$ cat config.mk
export PLATFORM = sky130hd
export DESIGN_NAME = axis_ddr3_traffic_gen
export DESIGN_NICKNAME = d
export VERILOG_FILES = /design/src/rtl/axis_ddr3_traffic_gen.sv
export SDC_FILE = /design/constraint.sdc
export NUM_CORES = 1
export LEC_CHECK = 0
export CORE_UTILIZATION = 60
export CTS_CLUSTER_SIZE = 8
export DETAILED_ROUTE_END_ITERATION = 6
export PLACE_DENSITY = 0.8
export SETUP_SLACK_MARGIN = 0.05
export SLEW_MARGIN = 0
export SYNTH_ARGS = -nofsm -noshare
export SYNTH_HDL_FRONTEND = slang
export SYNTH_SLANG_ARGS = --single-unit
$ cat constraint.sdc
create_clock -name clock -period 5.2 [get_ports clock]
set_input_delay 0.78 -clock clock [delete_from_list [all_inputs] [get_ports clock]]
set_output_delay 0.78 -clock clock [all_outputs]
set_load 0.1 [all_outputs]
$ cat src/rtl/axis_ddr3_traffic_gen.sv
// Write/read-back traffic generator and checker for the DDR3 test design, on byte-wide AXI-Stream.
// Define TRAFFIC_GEN_CAPTURE_EN to add first-failure capture outputs (fail_addr_o, fail_exp_o, fail_got_o).
module axis_ddr3_traffic_gen #(
    parameter int          BURST_WORDS  = 16,
    parameter int          BURSTS       = 4,
    parameter logic [26:0] BASE_ADDR    = 27'h0000000,
    parameter logic [31:0] PATTERN_SEED = 32'hA5A5_0001,
    parameter logic [15:0] TIMEOUT      = 16'd65535
) (
    input  logic        clock,
    input  logic        reset,
    input  logic        start_i,
    output logic        busy_o,
    output logic        done_o,
    output logic        pass_o,
    output logic        fault_o,
    output logic [15:0] err_count_o,
    output logic        m_tvalid,
    input  logic        m_tready,
    output logic        m_tkeep,
    output logic        m_tlast,
    output logic [7:0]  m_tdata,
    input  logic        s_tvalid,
    output logic        s_tready,
    input  logic        s_tkeep,
    input  logic        s_tlast,
    input  logic [7:0]  s_tdata
`ifdef TRAFFIC_GEN_CAPTURE_EN
    ,
    output logic [26:0] fail_addr_o,
    output logic [31:0] fail_exp_o,
    output logic [31:0] fail_got_o
`endif
);

    localparam int          FRAME_BYTES  = 4 * BURST_WORDS;
    localparam logic [10:0] LAST_BYTE    = 11'(FRAME_BYTES - 1);
    localparam logic [8:0]  LAST_BURST   = 9'(BURSTS - 1);
    localparam logic [7:0]  LEN_BYTE     = 8'(BURST_WORDS - 1);
    localparam logic [26:0] BURST_STRIDE = 27'(FRAME_BYTES);
    localparam logic [31:0] LFSR_TAPS    = 32'h8020_0003;
    localparam logic [15:0] TO_LAST      = TIMEOUT - 16'd1;

    typedef enum logic [2:0] {IDLE, WR_HDR, WR_DAT, RD_HDR, RD_DAT, DONE} state_t;

    state_t      state, state_next;
    logic [10:0] tx_cnt;
    logic [10:0] rx_cnt;
    logic [15:0] tcnt;
    logic [8:0]  burst;
    logic [26:0] addr;
    logic [31:0] lfsr;
    logic [23:0] word_buf;
    logic [7:0]  tx_byte;
    logic        tx_byte_last;

    function automatic logic [31:0] lfsr_next(input logic [31:0] v);
        lfsr_next = {1'b0, v[31:1]} ^ (v[0] ? LFSR_TAPS : 32'h0);
    endfunction

    function automatic logic [15:0] sat_inc(input logic [15:0] v);
        sat_inc = (v == 16'hFFFF) ? v : v + 16'd1;
    endfunction

    logic        start_run, tx_active, tx_load, tx_end, last_burst;
    logic        rx_hs, rx_last, word_done, word_bad, rx_fault, rx_timeout;
    logic [31:0] rx_word;

    assign start_run  = start_i && (state == IDLE || state == DONE);
    assign tx_active  = (state == WR_HDR) || (state == WR_DAT) || (state == RD_HDR);
    // Refill the output register whenever it is empty or draining, until the framing byte is loaded.
    assign tx_load    = tx_active && (!m_tvalid || m_tready) && !m_tlast;
    assign tx_end     = m_tvalid && m_tready && m_tlast;
    assign last_burst = (burst == LAST_BURST);
    assign rx_hs      = s_tvalid && s_tready;
    assign rx_last    = (rx_cnt == LAST_BYTE);
    assign word_done  = rx_hs && (rx_cnt[1:0] == 2'd3);
    assign rx_word    = {s_tdata, word_buf};
    assign word_bad   = word_done && (rx_word != lfsr);
    assign rx_fault   = rx_hs && (!s_tkeep || (s_tlast != rx_last));
    assign rx_timeout = (state == RD_DAT) && !rx_hs && (tcnt == TO_LAST);

    always_ff @(posedge clock) begin
        if (reset) state <= IDLE;
        else       state <= state_next;
    end

    always_comb begin
        state_next = state;
        busy_o     = 1'b0;
        done_o     = 1'b0;
        s_tready   = 1'b0;
        case (state)
            IDLE: begin
                if (start_i) state_next = WR_HDR;
            end
            WR_HDR: begin
                busy_o = 1'b1;
                if (tx_load && tx_cnt == 11'd5) state_next = WR_DAT;
            end
            WR_DAT: begin
                busy_o = 1'b1;
                if (tx_end) state_next = last_burst ? RD_HDR : WR_HDR;
            end
            RD_HDR: begin
                busy_o = 1'b1;
                if (tx_end) state_next = RD_DAT;
            end
            RD_DAT: begin
                busy_o   = 1'b1;
                s_tready = 1'b1;
                if (rx_fault || rx_timeout)  state_next = DONE;
                else if (rx_hs && rx_last)   state_next = last_burst ? DONE : RD_HDR;
            end
            DONE: begin
                done_o = 1'b1;
                if (start_i) state_next = WR_HDR;
            end
            default: state_next = IDLE;
        endcase
    end

    assign pass_o = done_o && (err_count_o == 16'd0) && !fault_o;

    // Next request byte: header fields for WR_HDR/RD_HDR, little-endian LFSR word in WR_DAT.
    always_comb begin
        tx_byte      = 8'h00;
        tx_byte_last = 1'b0;
        if (state == WR_DAT) begin
            case (tx_cnt[1:0])
                2'd0:    tx_byte = lfsr[7:0];
                2'd1:    tx_byte = lfsr[15:8];
                2'd2:    tx_byte = lfsr[23:16];
                default: tx_byte = lfsr[31:24];
            endcase
            tx_byte_last = (tx_cnt == LAST_BYTE);
        end else begin
            case (tx_cnt[2:0])
                3'd0:    tx_byte = (state == RD_HDR) ? 8'h80 : 8'hA0;
                3'd1:    tx_byte = LEN_BYTE;
                3'd2:    tx_byte = {5'b0, addr[26:24]};
                3'd3:    tx_byte = addr[23:16];
                3'd4:    tx_byte = addr[15:8];
                default: tx_byte = addr[7:0];
            endcase
            tx_byte_last = (state == RD_HDR) && (tx_cnt == 11'd5);
        end
    end

    always_ff @(posedge clock) begin
        if (reset) begin
            m_tvalid    <= 1'b0;
            m_tkeep     <= 1'b0;
            m_tlast     <= 1'b0;
            m_tdata     <= 8'h00;
            tx_cnt      <= '0;
            rx_cnt      <= '0;
            tcnt        <= '0;
            burst       <= '0;
            addr        <= BASE_ADDR;
            lfsr        <= PATTERN_SEED;
            err_count_o <= '0;
            fault_o     <= 1'b0;
        end else begin
            if (tx_load) begin
                m_tvalid <= 1'b1;
                m_tkeep  <= 1'b1;
                m_tdata  <= tx_byte;
                m_tlast  <= tx_byte_last;
            end else if (m_tready) begin
                m_tvalid <= 1'b0;
                m_tkeep  <= 1'b0;
                m_tlast  <= 1'b0;
            end

            if (start_run) begin
                tx_cnt      <= '0;
                rx_cnt      <= '0;
                tcnt        <= '0;
                burst       <= '0;
                addr        <= BASE_ADDR;
                lfsr        <= PATTERN_SEED;
                err_count_o <= '0;
                fault_o     <= 1'b0;
            end

            if (tx_load) tx_cnt <= (state == WR_HDR && tx_cnt == 11'd5) ? 11'd0 : tx_cnt + 11'd1;
            else if (tx_end) tx_cnt <= '0;

            if (state == WR_DAT && tx_load && tx_cnt[1:0] == 2'd3) lfsr <= lfsr_next(lfsr);

            // End of the write phase re-arms address, index and pattern for the read-back pass.
            if (state == WR_DAT && tx_end) begin
                if (last_burst) begin
                    burst <= '0;
                    addr  <= BASE_ADDR;
                    lfsr  <= PATTERN_SEED;
                end else begin
                    burst <= burst + 9'd1;
                    addr  <= addr + BURST_STRIDE;
                end
            end

            if (state == RD_HDR && tx_end) begin
                rx_cnt <= '0;
                tcnt   <= '0;
            end

            if (state == RD_DAT) begin
                if (rx_hs) begin
                    tcnt   <= '0;
                    rx_cnt <= rx_last ? 11'd0 : rx_cnt + 11'd1;
                    if (word_done) lfsr <= lfsr_next(lfsr);
                    if (word_bad) err_count_o <= sat_inc(err_count_o);
                    if (rx_last) begin
                        burst <= burst + 9'd1;
                        addr  <= addr + BURST_STRIDE;
                    end
                end else begin
                    tcnt <= tcnt + 16'd1;
                end
                if (rx_fault || rx_timeout) fault_o <= 1'b1;
            end
        end
    end

    // Assembles the low three bytes of each response word; the fourth arrives live on s_tdata.
    always_ff @(posedge clock) begin
        if (rx_hs) begin
            case (rx_cnt[1:0])
                2'd0:    word_buf[7:0]   <= s_tdata;
                2'd1:    word_buf[15:8]  <= s_tdata;
                2'd2:    word_buf[23:16] <= s_tdata;
                default: word_buf        <= word_buf;
            endcase
        end
    end

`ifdef TRAFFIC_GEN_CAPTURE_EN
    always_ff @(posedge clock) begin
        if (reset || start_run) begin
            fail_addr_o <= '0;
            fail_exp_o  <= '0;
            fail_got_o  <= '0;
        end else if (word_bad && err_count_o == 16'd0) begin
            fail_addr_o <= addr + 27'(rx_cnt) - 27'd3;
            fail_exp_o  <= lfsr;
            fail_got_o  <= rx_word;
        end
    end
`else
    // Without capture only the mismatch count is reported.
`endif

endmodule

==> metrics.md, run 1 <==
| Metric | Value |
|---|---|
| Outcome | `complete, no violations` |
| Distinct cells, synth | `73` |
| EDFF count, synth | `24` |
| DR vias | `7546` |
| CTS tree | `built` |
| Setup crit end | `pass_o` |
| Die Ht | `118.7 um` |
| Total gr overflow | `0` |
| Layout Nets | `roughly 1000` |
| GRT Util Overall | `29.52%` |
| Top routing layer in use | `met4` |
| Number of global-route vias before repair | `roughly 6600` |
| Syn Area/Cell | `between 8 and 9 sq um` |
| Final worst path period share | `72.02%` |
| Ys async rst share | `0%` |
| R2r setup slk | `2.22 ns` |
| Core area | `13240 sq um` |
| Post_cts resized | `0` |
| Worst R2R Start | `state[1]` |
| Synthesis-to-finish area growth | `12.95%` |
| Slew Limit Fails | `0` |
| R2R cell count | `6` |
| Clk_lat worst skew | `0.43 ns` |
| Clk root buf | `clkbuf_16` |
| Die extent in x | `118.7 um` |
| Initial antenna violation count | `0` |
| CP required | `4.42 ns` |
| Post-layout util | `69.72%` |
| Post-synth top area cell | `dfxtp_1` |
| Most numerous cell in the Yosys netlist | `dfxtp_1` |
| Ys Warns | `0` |
| FF+latch count, synth | `160` |
| Routed vias/inst | `6.428` |
| Largest net degree at the start of global routing | `48` |
| Worst Tran Pin Value | `1.150 ns` |
| Fin Setup TNS | `0 ns` |
| Hold Slack | `0.4663 ns` |
| CP Class | `reg -> out` |
| RSZ-0062 raised after global routing | `no` |
| Number of diodes | `0` |
| Top cells by area in the synthesized netlist | `dfxtp_1 33%, edfxtp_1 8.8%, nor2_1 5.4%` |
| Cells after Synth | `971` |
| Final Hold Viols | `0` |
| Worst setup SP type | `flip-flop` |
| Crit Path Max Fanout | `19` |
| Commonest cells post-synth | `136 x dfxtp_1, 117 x nor2_1, 87 x nand2_1` |
| Initial Utilization | `61.73%` |
| Die area | `14090 sq um` |
| First-pass GRT wire length | `33450 um` |
| Top cell type's share of synthesized area | `33.31%` |
| Final setup viols | `0` |
| HP Class | `reg -> reg` |
| CP Launch Point | `state[2]` |
| Placed inst area | `8676 sq um` |
| # Post-CTS Setup Buffers | `0` |
| Clk_skew | `0.01013 ns` |
| Cell area after layout | `9233 sq um` |
| DRT Wirelength | `20470 um` |
| PwrDens | `between 300 and 400 nW/um^2` |
| I/O pin total | `47` |
| Primary FF master, synth | `dfxtp_1` |
| Final Power | `~3 mW` |
| Crit path time final | `3.745 ns` |
| Crit. End Element | `output pin` |
| Peak VDD IR | `roughly 0.33 mV` |
| CTS Buf Count | `17` |
| Antenna Nets Post-Route | `0` |
| Share of cells above drive strength 1 | `5.511%` |
| Metal-1 WL | `9295 um` |
| Clk pin slew, worst setup/hold paths | `approximately 0.060 ns` |
| Max cap viols | `0` |
| Fmax | `267.0 MHz` |
| Initial drt markers | `876` |
| Total clock sinks | `160` |
| Synthesized cell area | `8174 sq um` |
| Longest Clk Path Bufs | `2` |
| Row count | `between 40 and 50` |
| Syn_nets | `1001` |
| I/O Buffers | `46` |
| Worst rel slew slack | `22.76%` |
| RR Endpoint | `burst[6]` |
| Register area share after synthesis | `a little over two fifths` |
| First-pass detailed-route iteration total | `7` |
| DP HPWL | `about 13000 um` |
| # hold bufs at CTS | `0` |
| Leak Pwr | `3.050 nW` |
| Met2 Wirelength | `9437 um` |
| Drc violations | `0` |
| Critical path arrival | `2.96 ns` |
| GPL Wtd Cong | `0.8662` |
| Routed length on met3 | `between 1000 and 1500 um` |
| H-Tree Depth | `4` |
| Wire per inst | `17.44 um` |
[through the flow]
step / instances / setup slack (ns)
final: 1174 / 1.455
after global routing: 1174 / 1.308
after CTS: 1174 / 1.450
after detailed placement: 1142 / 1.767
after global placement: 1142 / 1.862
after floorplan: 971 / 0.7706
[critical path, stage by stage (launching register included)]
cell and delay [ns]:
dfxtp_1 0.72, inv_1 0.17, nor2_1 0.27, nand3_1 0.12, nor2_1 0.13, clkdlybuf4s50_1 1.13
[layer usage]
layer,track usage (%),vias up
li1,-,3623
met1,41.16,3589
met2,45.91,301
met3,5.888,33
met4,9.177,0
met5,0,-
[how the worst min path moves through the flow]
stage	from	to	slack, ns	cells past startpoint
CTS	addr[3]	addr[3]	0.47	1
finish	addr[3]	addr[3]	0.47	1
global route	addr[3]	addr[3]	0.49	1
global placement	addr[3]	addr[3]	0.44	1
detailed placement	addr[2]	addr[2]	0.45	1
floorplan	addr[0]	addr[0]	0.43	1
[cell usage in the layout, fill, tap and decap left out, types with 4 or more instances in the layout]
cell,netlist,final
nor4_1,15,15
o41ai_1,5,5
o21ai_0,38,38
or4_1,4,4
nand3_1,52,52
a211oi_1,16,16
clkinv_4,0,4
a221oi_1,4,4
dfxtp_1,136,136
a311oi_1,21,21
buf_4,1,6
edfxtp_1,24,24
clkbuf_16,0,17
nand2_1,87,87
a222oi_1,11,11
a22oi_1,5,5
nor2_1,117,117
a21oi_1,72,72
o21a_1,4,4
xnor2_1,39,39
xor2_1,10,10
o211ai_1,6,6
inv_1,15,15
o31ai_1,4,4
ha_1,15,15
and3_1,25,25
nand2b_1,8,8
nor2b_1,6,6
a31oi_1,12,11
nor3_1,36,36
o21ai_1,6,6
nand3b_1,15,15
and2_1,12,12
or3_1,8,8
nand4_1,24,24
clkdlybuf4s50_1,0,45
o311ai_0,6,6
[final cells by class]
class | count | area [sq um]
multi-input cells | 738 | 4452
fillers | 1092 | 4010
flip-flops and latches | 160 | 3443
repair buffers | 52 | 500.5
clock buffers | 20 | 446.7
well taps | 176 | 220.2
clock inverters | 12 | 110.1
inverters | 16 | 60.06
[flip-flops by register name, indices dropped and copies added (netlist names)]
register     flops
addr            27
burst            9
err_count_o     16
fault_o          1
lfsr            32
m_tdata          8
m_tkeep          1
m_tlast          1
rx_cnt          11
state            3
tcnt            16
tx_cnt          11
word_buf        24
[kinds of logic after synthesis]
logic type / count (synthesis) / synth area share [%]
compound gates: 235 / 19.12
xor+xnor: 49 / 5.250
fa+ha+maj: 15 / 2.296
buf+inv: 73 / 3.658
flops: 160 / 42.12
mux: 3 / 0.3827
simple gates: 436 / 27.17
[where the power goes]
part	total, mW	switching (mW)	internal, mW
Combinational	0.577	0.427	0.150
Sequential	1.31	0.0315	1.28
Clock	1.18	0.512	0.673
Power figures use the tool's default switching activity.
==> run 2: changes to the inputs <==
--- a/config.mk
+++ b/config.mk
@@ -5,10 +5,10 @@
 export SDC_FILE = /design/constraint.sdc
 export NUM_CORES = 1
 export LEC_CHECK = 0
-export CORE_UTILIZATION = 60
+export CORE_UTILIZATION = 54
 export CTS_CLUSTER_SIZE = 8
 export DETAILED_ROUTE_END_ITERATION = 6
-export PLACE_DENSITY = 0.8
+export PLACE_DENSITY = 0.76
 export SETUP_SLACK_MARGIN = 0.05
 export SLEW_MARGIN = 0
 export SYNTH_ARGS = -nofsm -noshare
==> constraint.sdc (replaced) <==
create_clock -name clock -period 3.4 [get_ports clock]
set_input_delay 0.51 -clock clock [delete_from_list [all_inputs] [get_ports clock]]
set_output_delay 0.51 -clock clock [all_outputs]
set_load 0.1 [all_outputs]
==> run 2 against run 1 <==
  * The run now ends with design-rule violations left
  * Total power grew 59%
  * Critical path type is now reg -> reg
  * Register-to-register slack lost 1.5 ns
  * Sequential power grew 53%
  * Setup slack lost 0.78 ns
  * Routed wire length grew 3.1%
  * Largest power group unchanged
==> metrics.md, run 2 (same netlist as run 1, synthesis figures left out) <==
| Metric | Value |
|---|---|
| R2R cell count | `5` |
| Routed vias/inst | `around 6.4` |
| Final setup viols | `0` |
| CTS tree | `built` |
| Initial Utilization | `approximately 56%` |
| Fin Setup TNS | `0 ns` |
| Peak VDD IR | `0.4493 mV` |
| Die area | `15630 sq um` |
| First-pass GRT wire length | `34200 um` |
| Dpl cells | `1161` |
| CP required | `3.72 ns` |
| Clk_lat worst skew | `0.43 ns` |
| First-pass detailed-route iteration total | `7` |
| Fin cells | `1191` |
| H-Tree Depth | `4` |
| DR vias | `7597` |
| # Post-CTS Setup Buffers | `0` |
| Total clock sinks | `160` |
| GRT Util Overall | `a little over a quarter` |
| Critical path arrival | `between 3 and 4 ns` |
| Top reg by flops | `lfsr` |
| Clk root buf | `clkbuf_16` |
| Final WS setup | `0.6720 ns` |
| Total gr overflow | `0` |
| Worst rel slew slack | `21.35%` |
| Layout Nets | `1026` |
| Commonest cells after routing, fill and taps aside | `136 x dfxtp_1, 115 x nor2_1, 87 x nand2_1` |
| DRT Wirelength | `between 20000 and 25000 um` |
| Cells on Worst Hold Path | `1` |
| PwrDens | `520.7 nW/um^2` |
| Longest Clk Path Bufs | `2` |
| Worst setup SP type | `flip-flop` |
| I/O Buffers | `46` |
| Die extent in x | `125.0 um` |
| Core area | `between 10000 and 15000 sq um` |
| Post_cts resized | `0` |
| Final worst path period share | `between 80% and 90%` |
| Crit path time final | `2.728 ns` |
| Max cap viols | `0` |
| Antenna Nets Post-Route | `0` |
| Slew Limit Fails | `0` |
| Largest net degree at the start of global routing | `63` |
| # hold bufs at CTS | `0` |
| Initial antenna violation count | `0` |
| Number of global-route vias before repair | `6653` |
| Crit. End Element | `flip-flop` |
| Final Power | `just under 5 mW` |
| CTS Buf Count | `17` |
| Max FFs per register | `32` |
| HP Class | `reg -> reg` |
| Final Hold Viols | `0` |
| Most common cell after layout, fill and taps aside | `dfxtp_1` |
| Number of diodes | `0` |
| Place WS | `between 0.3 and 0.4 ns` |
| Synthesis-to-finish area growth | `14.50%` |
| Leak Pwr | `approximately 3.1 nW` |
| Hold Slack | `0.4630 ns` |
| Share of cells above drive strength 1 | `7.249%` |
| Outcome | `complete, but fails checks` |
| Violated checks | `design-rule violations` |
| CP Class | `reg -> reg` |
| Wire per inst | `about 18 um` |
| Fmax | `366.6 MHz` |
| Row count | `44` |
| Clk pin slew, worst setup/hold paths | `0.06 ns` |
| Top Registers | `lfsr (32), addr (27), word_buf (24)` |
| Worst Tran Pin Value | `about 1.2 ns` |
| Initial drt markers | `950` |
| GPL Wtd Cong | `0.8923` |
| I/O pin total | `47` |
| DP HPWL | `14380 um` |
| Clk_skew | `0.007247 ns` |
| Die Ht | `125.0 um` |
| RSZ-0062 raised after global routing | `no` |
| Drc violations | `14` |
| Crit Path Max Fanout | `18` |
run 2: worst paths after layout:
| check | from | to | slack, ns |
|---|---|---|---|
| worst max-delay path | state[0] | addr[22] | 0.67 |
| worst min-delay path | addr[3] | addr[3] | 0.46 |
| worst max register to register | state[0] | addr[22] | 0.67 |
| worst min register to register | addr[3] | addr[3] | 0.46 |
run 2: critical path: stages, from the launching register on:
cell      delay [ns]
dfxtp_1         0.60
and4bb_2        0.35
nand4_1         0.23
o21a_1          0.66
nand2_1         0.42
a311oi_1        0.36
run 2: power by group:
group          leakage (nW)  switching, mW  total, mW  internal (mW)
logic                  1.54          0.661      0.912          0.251
clock network         0.299          0.739       1.96           1.22
registers              1.31         0.0437       2.00           1.96
run 2: cell type report:
| class | instances | area, sq um |
|---|---|---|
| Clock buffer | 23 | 488.0 |
| Inverter | 16 | 60.06 |
| Fill cell | 1240 | 5285 |
| Multi-Input combinational cell | 738 | 4457 |
| Sequential cell | 160 | 3443 |
| Clock inverter | 7 | 110.1 |
| Tap cell | 184 | 230.2 |
| Timing Repair Buffer | 63 | 570.5 |
run 2: per-stage QoR:
step                      area, sq um  utilization [%]
after floorplan                  8179                -
after global placement           8761            59.83
after detailed placement         8761            59.83
after CTS                        9359            63.91
after global routing             9359            63.91
final                            9359            63.91
run 2: layer usage:
layer  wire length, um  GRT usage, %  vias to the layer above
li1                  -             -                     3633
met1              9734         38.07                     3621
met2              9497         41.47                      312
met3              1568         6.547                       31
met4               297         8.608                        0
met5                 0             0                        -
==> run 3: changes to the inputs <==
--- a/config.mk
+++ b/config.mk
@@ -5,10 +5,10 @@
 export SDC_FILE = /design/constraint.sdc
 export NUM_CORES = 1
 export LEC_CHECK = 0
-export CORE_UTILIZATION = 54
+export CORE_UTILIZATION = 60
 export CTS_CLUSTER_SIZE = 8
 export DETAILED_ROUTE_END_ITERATION = 6
-export PLACE_DENSITY = 0.76
+export PLACE_DENSITY = 0.8
 export SETUP_SLACK_MARGIN = 0.05
 export SLEW_MARGIN = 0
 export SYNTH_ARGS = -nofsm -noshare
==> constraint.sdc (replaced) <==
create_clock -name clock -period 2.7 [get_ports clock]
set_input_delay 0.405 -clock clock [delete_from_list [all_inputs] [get_ports clock]]
set_output_delay 0.405 -clock clock [all_outputs]
set_load 0.1 [all_outputs]
==> run 3 against run 2 <==
  * Largest cell class unchanged
  * Combinational power increased by 28%
  * Setup slack worse by 0.42 ns
  * Sequential share of layout area decreased by 0.49 points
  * The run now ends clean
  * Routed wire length is 0.14% lower
  * Total power increased by 26%
  * First-iteration DRC count grew 0.74%
  * Critical endpoint is now pass_o
  * Largest power group unchanged
==> metrics.md, run 3 (same netlist as run 1, synthesis figures left out) <==
| Metric | Value |
|---|---|
| GPL Wtd Cong | `0.8685` |
| Max incr delay on CP | `0.51 ns` |
| I/O pin total | `47` |
| Crit Path Max Fanout | `9` |
| Antenna Nets Post-Route | `0` |
| Top reg by flops | `lfsr` |
| Die extent in x | `118.7 um` |
| RSZ-0062 raised after global routing | `no` |
| Drc violations | `0` |
| Crit. End Element | `output pin` |
| Clk pin slew, worst setup/hold paths | `0.07 ns` |
| CP Cell Sequence | `buf_4 -> nand2_1 -> nor2_4 -> nand3_1 -> nor2_4 -> buf_12` |
| Row count | `42` |
| CTS tree | `built` |
| Clk_skew | `0.01350 ns` |
| Commonest cells after routing, fill and taps aside | `136 x dfxtp_1, 115 x nor2_1, 87 x nand2_1` |
| Initial drt markers | `957` |
| Peak VDD IR | `roughly 0.77 mV` |
| Slew Limit Fails | `0` |
| Final Hold Viols | `0` |
| # Post-CTS Setup Buffers | `0` |
| CP Launch Point | `state[0]` |
| GRT Util Overall | `a little under a third` |
| Min-delay src | `addr[0]` |
| Post_cts resized | `0` |
| Number of diodes | `0` |
| Synthesis-to-finish area growth | `16.04%` |
| Number of global-route vias before repair | `6793` |
| Placed inst area | `8877 sq um` |
| Final worst path period share | `90.82%` |
| DRT Wirelength | `21070 um` |
| Clk_lat worst skew | `0.45 ns` |
| I/O Buffers | `46` |
| Core area | `13240 sq um` |
| Max cap viols | `0` |
| Outcome | `complete, no violations` |
| PwrDens | `649.4 nW/um^2` |
| # hold bufs at CTS | `0` |
| Clk root buf | `clkbuf_16` |
| First-pass detailed-route iteration total | `6` |
| First-pass GRT wire length | `34570 um` |
| Initial antenna violation count | `0` |
| Total clock sinks | `160` |
| Final setup viols | `0` |
| Initial Utilization | `61.73%` |
| Routed vias/inst | `6.329` |
| Crit path time final | `2.452 ns` |
| Fmax | `slightly above 400 MHz` |
| Fin Setup TNS | `0 ns` |
| Worst rel slew slack | `27.88%` |
| Wire per inst | `~18 um` |
| HP Class | `reg -> reg` |
| Fillcell total | `1055` |
| Critical path arrival | `2.05 ns` |
| Die area | `14090 sq um` |
| Worst R2R Start | `rx_cnt[7]` |
| CP required | `2.30 ns` |
| Worst setup SP type | `flip-flop` |
| Largest net degree at the start of global routing | `40` |
| H-Tree Depth | `4` |
| Layout Nets | `1040` |
| Longest Clk Path Bufs | `2` |
| Leak Pwr | `3.268 nW` |
| CP Class | `reg -> out` |
| DP HPWL | `~14000 um` |
| Share of cells above drive strength 1 | `11.53%` |
| Cell area after layout | `9485 sq um` |
| Die Ht | `approximately 120 um` |
| Worst path most repeated cell | `nor2_4` |
| DR vias | `approximately 7600` |
| Max FFs per register | `32` |
| Worst Tran Pin Value | `~1.1 ns` |
| Final Power | `6.160 mW` |
| Hold Slack | `0.4639 ns` |
| Top Registers | `lfsr (32), addr (27), word_buf (24)` |
| CTS Buf Count | `17` |
| Total gr overflow | `0` |
| Critical Path Slowest Stage Cell | `dfxtp_1` |
| Most common cell after layout, fill and taps aside | `dfxtp_1` |
[run 3: layer usage]
layer  global-route usage (%)  up-vias  part of all wire (%)
li1                         -     3678                     -
met4                    9.019        0                   1.6
met3                    6.757       37                   7.1
met2                    46.86      289                    45
met5                        0        -                     0
met1                    43.70     3585                    46
[run 3: power breakdown]
group | total, mW | internal, mW | switching (mW)
Sequential | 2.52 | 2.46 | 0.0526
Clock | 2.48 | 1.41 | 1.07
Combinational | 1.17 | 0.322 | 0.845
[run 3: cell type report]
| class | count | area, sq um | share of cell area, % |
|---|---|---|---|
| clock buffers | 19 | 475.5 | 5.013 |
| clock inverters | 13 | 132.6 | 1.398 |
| inverters | 16 | 63.81 | 0.6727 |
| multi-input cells | 738 | 4467 | 47.09 |
| flip-flops and latches | 160 | 3443 | 36.30 |
| well taps | 176 | 220.2 | 2.322 |
| repair buffers | 77 | 683.2 | 7.202 |
[run 3: critical path: cells and delay by family (launching register included)]
family / cells / cell delay, ns
simple gates: 4 / 0.72
flops: 1 / 0.51
buf+inv: 2 / 0.38
[run 3: per-stage QoR]
stage               cells  worst slack (ns)  utilization (%)
global placement     1167           0.02477            67.04
CTS                  1199            0.2500            71.63
floorplan             971         -0.009546                -
global route         1199            0.1046            71.63
detailed placement   1167          -0.01816            67.04
finish               1199            0.2480            71.63
[run 3: path summary, 6_finish.rpt]
check / endpoint / slack, ns / cells past startpoint
max: pass_o / 0.25 / 6
min: addr[0] / 0.46 / 1
max reg2reg: addr[24] / 0.27 / 7
min reg2reg: addr[0] / 0.46 / 1
